==> config.mk <==
export PLATFORM = sky130hd
export DESIGN_NAME = l2_arbiter
export DESIGN_NICKNAME = d
export VERILOG_FILES = /design/src/rtl/l2_arbiter_pkg.sv /design/src/rtl/l2_arbiter_select.sv /design/src/rtl/l2_arbiter.sv
export SDC_FILE = /design/constraint.sdc
export NUM_CORES = 1
export LEC_CHECK = 0
export ABC_CLOCK_PERIOD_IN_PS = 5160
export BUFFER_PORTS_ARGS = -buffer_cell sky130_fd_sc_hd__buf_2
export CORE_AREA = 5 5 266 268
export CTS_BUF_LIST = sky130_fd_sc_hd__clkbuf_4 sky130_fd_sc_hd__clkbuf_8 sky130_fd_sc_hd__clkbuf_16
export DETAILED_ROUTE_END_ITERATION = 8
export DIE_AREA = 0 0 271 273
export PLACE_DENSITY_LB_ADDON = 0.12
export SYNTH_ARGS = -nofsm -noshare
export SYNTH_HDL_FRONTEND = slang
export SYNTH_SLANG_ARGS = --single-unit
export TNS_END_PERCENT = 30
==> constraint.sdc <==
create_clock -name clk -period 5.16 [get_ports clk]
set_input_delay 0.774 -clock clk [delete_from_list [all_inputs] [get_ports clk]]
set_output_delay 0.774 -clock clk [all_outputs]
set_load 0.005 [all_outputs]
==> src/rtl/l2_arbiter_pkg.sv <==
// Shared LC-3b memory-hierarchy types used by the L1/L2 arbiter.
// Holds the arbiter state and requester encodings plus the gap-counter load helper.
package lc3b_types;

  localparam int unsigned LC3B_WORD_W = 16;
  localparam int unsigned LC3B_LINE_W = 128;

  typedef logic [LC3B_WORD_W-1:0] lc3b_word;
  typedef logic [LC3B_LINE_W-1:0] lc3b_cacheline;

  typedef enum logic [1:0] {
    IDLE,
    SERVE_I,
    SERVE_D,
    GAP
  } lc3b_arb_state;

  typedef enum logic {
    REQ_I,
    REQ_D
  } lc3b_requester;

  typedef enum logic {
    OP_READ,
    OP_WRITE
  } lc3b_mem_op;

  // The counter holds "GAP cycles still to go after this one", so it loads one less than the gap length.
  function automatic logic [1:0] gapLoad(input int unsigned cycles);
    return 2'(cycles - 1);
  endfunction

endpackage

==> src/rtl/l2_arbiter_select.sv <==
// Combinational grant selection between the I-cache and D-cache miss ports.
// A tie goes to D when FIXED_PRIO is set, otherwise to whichever side was not granted last.
module l2_arbiter_select
  import lc3b_types::*;
#(
  parameter int unsigned FIXED_PRIO = 0
) (
  input  logic i_pendI,
  input  logic i_pendD,
  input  logic i_lastGrant,
  output logic o_grantI,
  output logic o_grantD,
  output logic o_tie
);

  logic w_lastWasD;

  assign w_lastWasD = (lc3b_requester'(i_lastGrant) == REQ_D);

  always_comb begin
    o_tie    = i_pendI & i_pendD;
    o_grantI = 1'b0;
    o_grantD = 1'b0;
    if (o_tie) begin
      if ((FIXED_PRIO != 0) || !w_lastWasD) begin
        o_grantD = 1'b1;
      end else begin
        o_grantI = 1'b1;
      end
    end else begin
      o_grantI = i_pendI;
      o_grantD = i_pendD;
    end
  end

endmodule

==> src/rtl/l2_arbiter.sv <==
// Arbiter sharing the unified L2 between the L1 I-cache and D-cache, one line at a time.
// The winner's command is latched for the whole service and an idle gap follows every L2 response.
module l2_arbiter
  import lc3b_types::*;
#(
  parameter int          ADDR_W     = $bits(lc3b_word),
  parameter int          LINE_W     = $bits(lc3b_cacheline),
  parameter int unsigned GAP_CYCLES = 1,
  parameter int unsigned FIXED_PRIO = 0
) (
  input  logic              clk,
  input  logic              rst_n,
  input  logic              i_read,
  input  logic [ADDR_W-1:0] i_address,
  output logic              i_resp,
  output logic [LINE_W-1:0] i_rdata,
  input  logic              d_read,
  input  logic              d_write,
  input  logic [ADDR_W-1:0] d_address,
  input  logic [LINE_W-1:0] d_wdata,
  output logic              d_resp,
  output logic [LINE_W-1:0] d_rdata,
  output logic              l2_read,
  output logic              l2_write,
  output logic [ADDR_W-1:0] l2_address,
  output logic [LINE_W-1:0] l2_wdata,
  input  logic              l2_resp,
  input  logic [LINE_W-1:0] l2_rdata,
  output logic              contention_inc
);

  localparam logic [1:0] GAP_INIT = gapLoad(GAP_CYCLES);

  lc3b_arb_state     r_state;
  lc3b_arb_state     w_nextState;
  lc3b_requester     r_lastGrant;
  lc3b_mem_op        r_op;
  logic [1:0]        r_gapCnt;
  logic [ADDR_W-1:0] r_addr;
  logic [LINE_W-1:0] r_wdata;
  logic              r_contention;

  logic w_pendI;
  logic w_pendD;
  logic w_grantI;
  logic w_grantD;
  logic w_tie;
  logic w_idle;

  assign w_pendI = i_read;
  assign w_pendD = d_read | d_write;
  assign w_idle  = (r_state == IDLE);

  l2_arbiter_select #(
    .FIXED_PRIO(FIXED_PRIO)
  ) u_select (
    .i_pendI    (w_pendI),
    .i_pendD    (w_pendD),
    .i_lastGrant(r_lastGrant),
    .o_grantI   (w_grantI),
    .o_grantD   (w_grantD),
    .o_tie      (w_tie)
  );

  always_ff @(posedge clk or negedge rst_n) begin
    if (!rst_n) begin
      r_state <= IDLE;
    end else begin
      r_state <= w_nextState;
    end
  end

  always_comb begin
    w_nextState = r_state;
    case (r_state)
      IDLE: begin
        if (w_grantD) begin
          w_nextState = SERVE_D;
        end else if (w_grantI) begin
          w_nextState = SERVE_I;
        end
      end
      SERVE_I, SERVE_D: begin
        if (l2_resp) begin
          w_nextState = GAP;
        end
      end
      GAP: begin
        if (r_gapCnt == 2'd0) begin
          w_nextState = IDLE;
        end
      end
      default: w_nextState = IDLE;
    endcase
  end

  // Command latches only move on a grant edge, so requester changes mid-service are invisible to the L2.
  always_ff @(posedge clk or negedge rst_n) begin
    if (!rst_n) begin
      r_addr      <= '0;
      r_wdata     <= '0;
      r_op        <= OP_READ;
      r_lastGrant <= REQ_I;
    end else if (w_idle && w_grantD) begin
      r_addr      <= d_address;
      r_wdata     <= d_wdata;
      r_op        <= d_write ? OP_WRITE : OP_READ;
      r_lastGrant <= REQ_D;
    end else if (w_idle && w_grantI) begin
      r_addr      <= i_address;
      r_op        <= OP_READ;
      r_lastGrant <= REQ_I;
    end
  end

  always_ff @(posedge clk or negedge rst_n) begin
    if (!rst_n) begin
      r_contention <= 1'b0;
    end else begin
      r_contention <= w_idle & w_tie;
    end
  end

  always_ff @(posedge clk or negedge rst_n) begin
    if (!rst_n) begin
      r_gapCnt <= 2'd0;
    end else if (((r_state == SERVE_I) || (r_state == SERVE_D)) && l2_resp) begin
      r_gapCnt <= GAP_INIT;
    end else if ((r_state == GAP) && (r_gapCnt != 2'd0)) begin
      r_gapCnt <= r_gapCnt - 2'd1;
    end
  end

  // Responses pass straight through in the serving state only; a stray l2_resp elsewhere reaches nobody.
  always_comb begin
    l2_read  = 1'b0;
    l2_write = 1'b0;
    i_resp   = 1'b0;
    d_resp   = 1'b0;
    i_rdata  = '0;
    d_rdata  = '0;
    case (r_state)
      SERVE_I: begin
        l2_read = 1'b1;
        i_resp  = l2_resp;
        if (l2_resp) begin
          i_rdata = l2_rdata;
        end
      end
      SERVE_D: begin
        l2_read  = (r_op == OP_READ);
        l2_write = (r_op == OP_WRITE);
        d_resp   = l2_resp;
        if (l2_resp) begin
          d_rdata = l2_rdata;
        end
      end
      default: begin
        l2_read  = 1'b0;
        l2_write = 1'b0;
      end
    endcase
  end

  assign l2_address     = r_addr;
  assign l2_wdata       = r_wdata;
  assign contention_inc = r_contention;

endmodule

==> results of run 1 <==
[cell usage after synthesis]
library cell and count:
clkbuf_2 1, o21a_1 2, and2_1 5, mux2_4 98, a21oi_1 18, nor2b_1 3, o31ai_2 1, inv_1 4
o31ai_1 17, ha_1 5, a21o_1 1, clkbuf_1 64, mux2_2 30, xnor2_1 1, o32a_1 1, or4b_2 1
nor4b_1 1, buf_2 3, o311a_1 1, nor3_1 1, nand2_1 17, nor2_1 18, a221oi_1 1, dfrtp_1 151
o2bb2ai_1 1, buf_6 12, a22o_1 1, and3_1 256
[kinds of logic after synthesis]
logic type	share of synthesized area (%)
AO/OA/AOI/OAI	3.658
XOR/XNOR	0.1072
adder cells (fa/ha/maj)	0.7652
buffers and inverters	5.020
flip-flops	46.22
multiplexers	22.13
AND/OR/NAND/NOR	22.10
[routing by layer]
metal / wire [um] / vias up
met1: 19290 / 4167
li1: - / 3865
met2: 24130 / 363
met5: 176 / -
met3: 4364 / 68
met4: 873 / 26
[critical path, stage by stage, from the launching register on]
cell     delay, ps
dfrtp_1        440
inv_1          150
ha_4           700
buf_4          490
and3_1         240
buf_2          120
[power by group]
part	total [W]	internal (W)	leakage (nW)	switching (W)
registers	0.00210	0.00178	1.81	0.000319
clock network	0.00126	0.000650	0.266	0.000608
logic	0.00338	0.00177	5.76	0.00161
[area by class of cell]
type	instances	area (um^2)	share of cell area, %
Clock inverter	13	112.6	0.8587
Antenna cell	8	20.02	0.1527
Sequential cell	151	3779	28.81
Timing Repair Buffer	708	3615	27.56
Inverter	4	15.01	0.1145
Multi-Input combinational cell	480	4023	30.67
Clock buffer	19	446.7	3.406
Tap cell	882	1104	8.415
[sequential cells by signal (all words and copies together), names as in the netlist]
name / flops
contention_inc: 1
l2_address: 16
l2_wdata: 128
r_gapCnt: 2
r_lastGrant: 1
r_op: 1
r_state: 2
[per-stage QoR]
stage / setup WS (ps) / total power (W) / utilization, %
2_1_floorplan: 2729 / 0.003957 / -
3_3_place_gp: 2114 / 0.005591 / 18.40
3_5_place_dp: 2112 / 0.005586 / 18.40
4_1_cts: 1670 / 0.006914 / 19.23
5_1_grt: 1532 / 0.007211 / 19.23
6_report: 1687 / 0.006739 / 19.26
[placed cells by master, fill, tap and decap left out, types with 3 or more instances in the layout]
master,netlist,routed
buf_2,3,696
and3_1,256,256
dfrtp_1,151,151
mux2_4,98,98
mux2_2,30,30
a21oi_1,18,18
nor2_1,18,18
nand2_1,17,17
o31ai_1,17,17
clkbuf_16,0,17
diode_2,0,8
buf_4,0,8
inv_1,4,4
and2_1,5,4
clkinvlp_4,0,4
nor2b_1,3,3
ha_1,5,3
inv_8,0,3
inv_6,0,3
buf_12,0,3
[worst max-delay path by stage]
| stage | depth (start not counted) | to | slack [ps] | start |
|---|---|---|---|---|
| floorplan | 4 | d_rdata[100] | 2730 | l2_resp |
| global placement | 5 | l2_wdata[47] | 2110 | d_write |
| detailed placement | 5 | l2_wdata[39] | 2110 | d_write |
| CTS | 5 | d_rdata[123] | 1670 | r_state[0] |
| global route | 5 | d_rdata[123] | 1530 | r_state[0] |
| finish | 5 | d_rdata[57] | 1690 | r_state[0] |
==> metrics.md, run 1 <==
| Metric | Value |
|---|---|
| Fill cells | 7662 |
| Cell leakage power | 7.834 nW |
| Global route overflow | 0 |
| Mapped Nets | 1014 |
| CTS tree | built |
| Initial Utilization | 12.00% |
| # IOs | 699 |
| Area leader, netlist | dfrtp_1 |
| # hold bufs at CTS | 0 |
| Fin cells | 2265 |
| Crit path DAT | 2700 ps |
| CTS sink count | 151 |
| Worst-Skew Late Latency | 430 ps |
| First-pass GRT wire length | 67370 um |
| WHS | 432.3 ps |
| DR vias/cell | 3.748 |
| Root buffer cell | clkbuf_16 |
| Worst r2r src | r_state[0] |
| Vias in the first global route | 8815 |
| R2R Path End | l2_wdata[39] |
| Worst Tran Pin Value | 1062 ps |
| Row count | 96 |
| Clock skew | 14.31 ps |
| Worst reg2reg path depth | 6 |
| Worst EP required | 4390 ps |
| Cell area power density | 513.9 mW/mm^2 |
| Clock-pin slew on the worst setup and hold paths | 70 ps |
| Max Root-Sink Buffers | 2 |
| Yosys top cell area share | 46.22% |
| Die W | 271 um |
| RSZ-0062 raised after global routing | no |
| Final antenna-violating net count | 0 |
| Mean routed wirelength per cell | 21.56 um |
| Worst slew margin relative to its limit | 29.23% |
| Area grow syn2layout | 60.41% |
| Ys Warns | 0 |
| Setup bufs post-CTS | 0 |
| TNS Setup | 0 ps |
| Seq/Total Area, Yosys | 46.22% |
| Startpoint types | flop |
| Post-Syn Area | 0.008175 mm^2 |
| Max H-tree Level | 4 |
| CP endpoint kind | output pin |
| Placed cell area | 0.01253 mm^2 |
| Cells after synthesis | 715 |
| Detailed-route wire length | 48830 um |
| Largest net degree at the start of global routing | 127 |
| GP Congestion | 0.9079 |
| Busiest grt layer | met2 |
| Cell count after placement | 2225 |
| # setup viols final | 0 |
| DR iter-0 viols | 555 |
| Synth unique cells | 28 |
| HP Class | input port to asynchronous set/reset pin |
| Synth top area cells | dfrtp_1 (46%), and3_1 (20%), mux2_4 (18%), mux2_2 (4.1%), clkbuf_1 (2.9%) |
| Finished Cell Area | 0.01311 mm^2 |
| Max-slew violations | 0 |
| Worst vdd ir | 0.1909 mV |
| Status | complete, no violations |
| First-pass iteration count of the detailed router | 5 |
| DR vias | 8489 |
| Final Hold Fails | 0 |
| Final HPWL DP | 39100 um |
| Max_cap viols | 0 |
| CP max FO | 89 |
| Worst reg2reg setup slack | 2170 ps |
| Mapped Avg Cell Area | 11.43 um^2 |
| Min Tclk post-route | 3473 ps |
| DRC violations left | 0 |
| CTS Buf Count | 17 |
| Final worst-path cycle share | 67.31% |
| Die span in y | 273 um |
| Flops & latches, synth | 151 |
| Die area | 0.07398 mm^2 |
| Initial antenna violation count | 29 |
| Port Buffer Count | 698 |
| Met2 usage | 20.92% |
| Worst setup path class | flop to output pin |
| Grt met1 use | 14.53% |
| CTS resizes | 0 |
| Core area | 0.06811 mm^2 |
| Layout cell share with drive strength beyond 1 | 63.49% |
| GR Util met3 | 4.996% |
| Nets | 1661 |
| Tot GR Track Use | 12.29% |
| Highest Clock Rate | 287.9 MHz |
Note: power is estimated with default switching activity, not from simulation.
==> run 2, diff against run 1 <==
- ABC_CLOCK_PERIOD_IN_PS: 5160 -> 2950
- CORE_AREA: 5 5 266 268 -> 5 5 267 269
- DIE_AREA: 0 0 271 273 -> 0 0 272 274
- clock period: 5.16 -> 2.95 ns (I/O delays scaled with it)
==> run 2 against run 1 <==
  * Clock power increased by 86%
  * Worst setup slack got worse by 1200 ps
  * Sequential power increased by 78%
  * First-iteration DRC count decreased by 33%
  * Largest cell class unchanged
  * Non-clock buffer count increased by 16
  * Largest power group unchanged
  * Cell count increased by 0.62%
  * Critical path depth unchanged
  * Register-to-register slack got worse by 1500 ps
  * Core utilization increased by 0.31 points
  * Count of clock-buffer cells in the layout decreased by 2
  * Die area increased by 0.74%
  * Routed wire length decreased by 4.4%
==> metrics.md, run 2 (synthesized netlist as in run 1, its figures left out) <==
| Metric | Value |
|---|---|
| CP max stage delay | 450 ps |
| Final WS setup | 470.2 ps |
| Max_cap viols | 0 |
| Vias in the first global route | 8853 |
| Status | complete, no violations |
| HP Class | input port to flop |
| Max reg flops | 128 |
| Placed cell area | 0.01274 mm^2 |
| DR iter-0 viols | 370 |
| First-pass iteration count of the detailed router | 4 |
| RSZ-0062 raised after global routing | no |
| Worst r2r src | r_state[0] |
| Worst slew margin relative to its limit | 58.81% |
| CTS sink count | 151 |
| Final HPWL DP | 37340 um |
| CTS Buf Count | 17 |
| Root buffer cell | clkbuf_16 |
| Core area | 0.06835 mm^2 |
| Crit-path slowest cell | dfrtp_1 |
| Initial antenna violation count | 11 |
| Startpoint types | flop |
| CTS tree | built |
| Max Root-Sink Buffers | 2 |
| Tot GR Track Use | 11.49% |
| Clock-pin slew on the worst setup and hold paths | 80 ps |
| First-pass GRT wire length | 64120 um |
| Largest net degree at the start of global routing | 76 |
| Row count | 96 |
| Worst vdd ir | 0.3878 mV |
| Layout Utilization | 19.56% |
| Final antenna-violating net count | 0 |
| Min Tclk post-route | 2480 ps |
| Initial Utilization | 11.96% |
| # IOs | 699 |
| CP endpoint kind | output pin |
| Worst setup path class | flop to output pin |
| Final Hold Fails | 0 |
| CP max FO | 29 |
| DR vias/cell | 3.645 |
| Most common cell after layout, fill and taps aside | buf_2 |
| GP Congestion | 0.8068 |
| Highest Clock Rate | 403.3 MHz |
| Port Buffer Count | 698 |
| Finished Cell Area | 0.01337 mm^2 |
| Detailed-route wire length | 46670 um |
| Buf/Inv on CP | 3 |
| Area grow syn2layout | 63.53% |
| Clock skew | 11.19 ps |
| Die W | 272 um |
| Most frequent cells in the layout | buf_2 (696), and3_1 (256), dfrtp_1 (151), mux2_4 (98), mux2_2 (30) |
| Layout cell share with drive strength beyond 1 | 63.91% |
| Worst EP required | 2510 ps |
| Dpl ws | 645.1 ps |
| Max-slew violations | 0 |
| TNS Setup | 0 ps |
| Worst Setup SP | r_state[0] |
| Worst path cell trace | inv_1, ha_4, buf_4, and3_1, buf_2 |
| Die span in y | 274 um |
| Cell area power density | 908.5 mW/mm^2 |
| Nets | 1677 |
| # setup viols final | 0 |
| WP depth | 5 |
| DRC violations left | 0 |
| Cell leakage power | 7.972 nW |
| Crit path DAT | 2040 ps |
| Worst Tran Pin Value | 617.9 ps |
| Die area | 0.07453 mm^2 |
| Worst hold path depth | 2 |
| Overall power | 0.01215 W |
| Final worst-path cycle share | 84.06% |
| CTS resizes | 0 |
| CP top delay family | buffers and inverters |
| Global route overflow | 0 |
| Min-delay src | d_wdata[76] |
| Mean routed wirelength per cell | 20.48 um |
| Max H-tree Level | 4 |
| Worst reg2reg path depth | 6 |
| Worst-Skew Late Latency | 430 ps |
| DR vias | 8307 |
-- run 2: worst paths after layout --
path,to,slack [ps]
max in group asynchronous,l2_wdata[120],1520
max reg2reg,l2_wdata[95],670
max,d_rdata[43],470
min in group asynchronous,l2_wdata[52],540
min reg2reg,l2_address[3],480
min,l2_wdata[76],230
-- run 2: timing repair --
action	CTS	global route
hold buffers	1	0
endpoints found under the hold margin	39	0
buffers inserted	0	0
-- run 2: worst reg2reg max path, cell delays in order (launching register included) --
cell and delay [ps]:
dfrtp_1 450, inv_1 140, ha_1 290, o21a_1 180, and2_4 340, buf_12 340, mux2_4 420
-- run 2: layer usage --
metal  part of all wire [%]  track usage [%]  wire, um
met5                   0.13                0        61
met4                    1.3            2.548       599
met3                    6.4            3.456      3001
met2                     54            21.71     25420
met1                     38            12.67     17580
-- run 2: layout make-up --
class                   instances  area (um^2)
fillers                      7646        54980
multi-input cells             480         4029
repair buffers                724         3825
flip-flops and latches        151         3779
well taps                     882         1104
clock buffers                  17        425.4
clock inverters                15        177.7
inverters                       4        15.01
diodes                          6        15.01
-- run 2: stage by stage --
step,instances,hold WS [ps]
after detailed placement,2240,465.3
after global placement,2240,461.2
after CTS,2273,182.6
final,2279,234.4
after floorplan,715,146.9
after global routing,2277,202.0
-- run 2: report_power, final --
part           total [W]  internal (W)  switching [W]
Clock            0.00234       0.00122        0.00111
Sequential       0.00373       0.00312       0.000611
Combinational    0.00608       0.00324        0.00283
Total             0.0121       0.00759        0.00456
==> run 3, diff against run 2 <==
- ABC_CLOCK_PERIOD_IN_PS: 2950 -> 2600
- CORE_AREA: 5 5 267 269 -> 5 5 268 270
- DIE_AREA: 0 0 272 274 -> 0 0 273 275
- clock period: 2.95 -> 2.6 ns (I/O delays scaled with it)
==> run 3 against run 2 <==
  * Die area increased by 0.73%
  * Combinational power increased by 15%
  * Routed wire length decreased by 0.69%
  * Global-route usage decreased by 0.19 points
  * Core utilization about the same
  * Worst hold slack got worse by 61 ps
  * First-iteration DRC count increased by 32%
  * Register-to-register slack got worse by 250 ps
  * Non-clock buffer count increased by 5
  * Sequential power increased by 13%
  * Clock skew increased by 3.4 ps
  * Critical path type unchanged
  * Critical endpoint is now i_rdata[31]
==> metrics.md, run 3 (synthesized netlist as in run 1, its figures left out) <==
| Metric | Value |
|---|---|
| Crit path capture | i_rdata[31] |
| Worst vdd ir | 0.5117 mV |
| Largest net degree at the start of global routing | 131 |
| Worst slew margin relative to its limit | 56.95% |
| Crit path DAT | 2150 ps |
| Overall power | 0.01389 W |
| Worst setup path class | flop to output pin |
| Die span in y | 275 um |
| # setup viols final | 0 |
| Internal power | 0.008874 W |
| Layout cell share with drive strength beyond 1 | 64.04% |
| Startpoint types | flop |
| Area grow syn2layout | 65.55% |
| Final worst-path cycle share | 97.68% |
| Max-slew violations | 0 |
| Max H-tree Level | 4 |
| CTS tree | built |
| RSZ-0062 raised after global routing | no |
| Row count | 97 |
| First-pass GRT wire length | 63580 um |
| Core area | 0.06930 mm^2 |
| Sequential share of power | 30.2% |
| Worst hold path depth | 2 |
| GP Congestion | 0.7888 |
| Most common cell after layout, fill and taps aside | buf_2 |
| Initial Utilization | 11.80% |
| Worst Tran Pin Value | 645.7 ps |
| HP Class | input port to flop |
| # IOs | 699 |
| Cell area power density | 1026 mW/mm^2 |
| Clock Power Share | 19.4% |
| First-pass iteration count of the detailed router | 4 |
| Die W | 273 um |
| DR vias/cell | 3.613 |
| Worst reg2reg path depth | 6 |
| Net switching power | 0.005014 W |
| CTS Buf Count | 17 |
| DRC violations left | 0 |
| Worst r2r src | r_state[0] |
| Sw frac | 36.10% |
| Clock skew | 14.59 ps |
| Mean routed wirelength per cell | 19.80 um |
| Final Hold Fails | 0 |
| Max reg flops | 128 |
| DR iter-0 viols | 489 |
| Port Buffer Count | 698 |
| Max Root-Sink Buffers | 2 |
| WHS | 173.1 ps |
| Vias in the first global route | 8774 |
| Max_cap viols | 0 |
| Comb pwr share | 50.4% |
| CP endpoint kind | output pin |
| Most frequent cells in the layout | buf_2 (696), and3_1 (256), dfrtp_1 (151), mux2_4 (98), mux2_2 (30) |
| Cell leakage power | 8.017 nW |
| Worst Setup SP | r_state[1] |
| R2R Path End | l2_wdata[117] |
| Clock-pin slew on the worst setup and hold paths | 70 ps |
| Final antenna-violating net count | 0 |
| Initial antenna violation count | 15 |
| Placed cell area | 0.01287 mm^2 |
| Detailed-route wire length | 46350 um |
| Die area | 0.07508 mm^2 |
| Min Tclk post-route | 2540 ps |
| Tot GR Track Use | 11.31% |
| Worst EP required | 2210 ps |
| DR vias | 8458 |
| Highest Clock Rate | 393.7 MHz |
| Root buffer cell | clkbuf_16 |
| Worst reg2reg setup slack | 420 ps |
| Global route overflow | 0 |
| Finished Cell Area | 0.01353 mm^2 |
| CP max FO | 130 |
| Nets | 1682 |
| TNS Setup | 0 ps |
| Worst-Skew Late Latency | 440 ps |
| Status | complete, no violations |
| CTS sink count | 151 |
| Final HPWL DP | 37770 um |
==> run 3: cell types whose count changed in the layout (fill, tap and decap cells not counted), sizes merged <==
cell | before | now
inv | 14 | 8
buf | 723 | 728
clkbuf | 17 | 20
bufinv | 1 | 3
clkinvlp | 1 | 2
diode | 6 | 5
==> run 3: through the flow <==
step | setup WS (ps) | cells | util [%]
finish | 60.24 | 2341 | 19.53
global route | 0.8802 | 2340 | 19.53
CTS | 91.69 | 2335 | 19.49
detailed placement | 412.2 | 2302 | 18.57
global placement | 427.9 | 2302 | 18.57
floorplan | 678.4 | 715 | -
==> run 3: cell type report <==
type                            instances  area [um^2]
Antenna cell                            5        12.51
Multi-Input combinational cell        480         4019
Inverter                                4        15.01
Timing Repair Buffer                  729         3908
Fill cell                            7839        55770
Tap cell                              940         1176
Sequential cell                       151         3779
Clock buffer                           20        460.4
Clock inverter                         12        165.2
==> run 3: worst min-delay path by stage <==
stage,startpoint,end,slack [ps]
final,d_wdata[65],l2_wdata[65],170
after floorplan,rst_n,contention_inc,90
after global routing,d_wdata[106],l2_wdata[106],150
after CTS,d_wdata[92],l2_wdata[92],130
after detailed placement,rst_n,l2_wdata[26],450
after global placement,rst_n,l2_wdata[17],450
==> run 3: critical path: stages (launching register included) <==
cell     delay, ps
dfrtp_1        420
inv_1          120
ha_2           200
buf_12         290
and3_1         350
buf_2          150
==> run 3: power by group through the flow <==
stage / Clock, W / Combinational, W / Sequential (W)
2_1_floorplan: 0 / 0.00359 / 0.00426
3_3_place_gp: 0 / 0.00706 / 0.00428
3_5_place_dp: 0 / 0.00710 / 0.00423
4_1_cts: 0.00282 / 0.00712 / 0.00422
5_1_grt: 0.00290 / 0.00757 / 0.00435
6_report: 0.00270 / 0.00700 / 0.00420
==> run 3: per-layer routing <==
metal | share of wire (%) | vias to the layer above | track usage [%]
met5 | 0.26 | - | 0
met4 | 1.8 | 16 | 3.279
met3 | 6.4 | 55 | 3.305
met2 | 53 | 300 | 20.44
met1 | 38 | 4179 | 12.98
li1 | - | 3908 | -
==> run 3: what timing repair did <==
action / CTS / global route
hold buffers: 1 / 0
endpoints found under the setup margin: 0 / 1
gates resized for setup: 0 / 0
hold endpoints to repair: 59 / 0
buffers inserted: 0 / 1
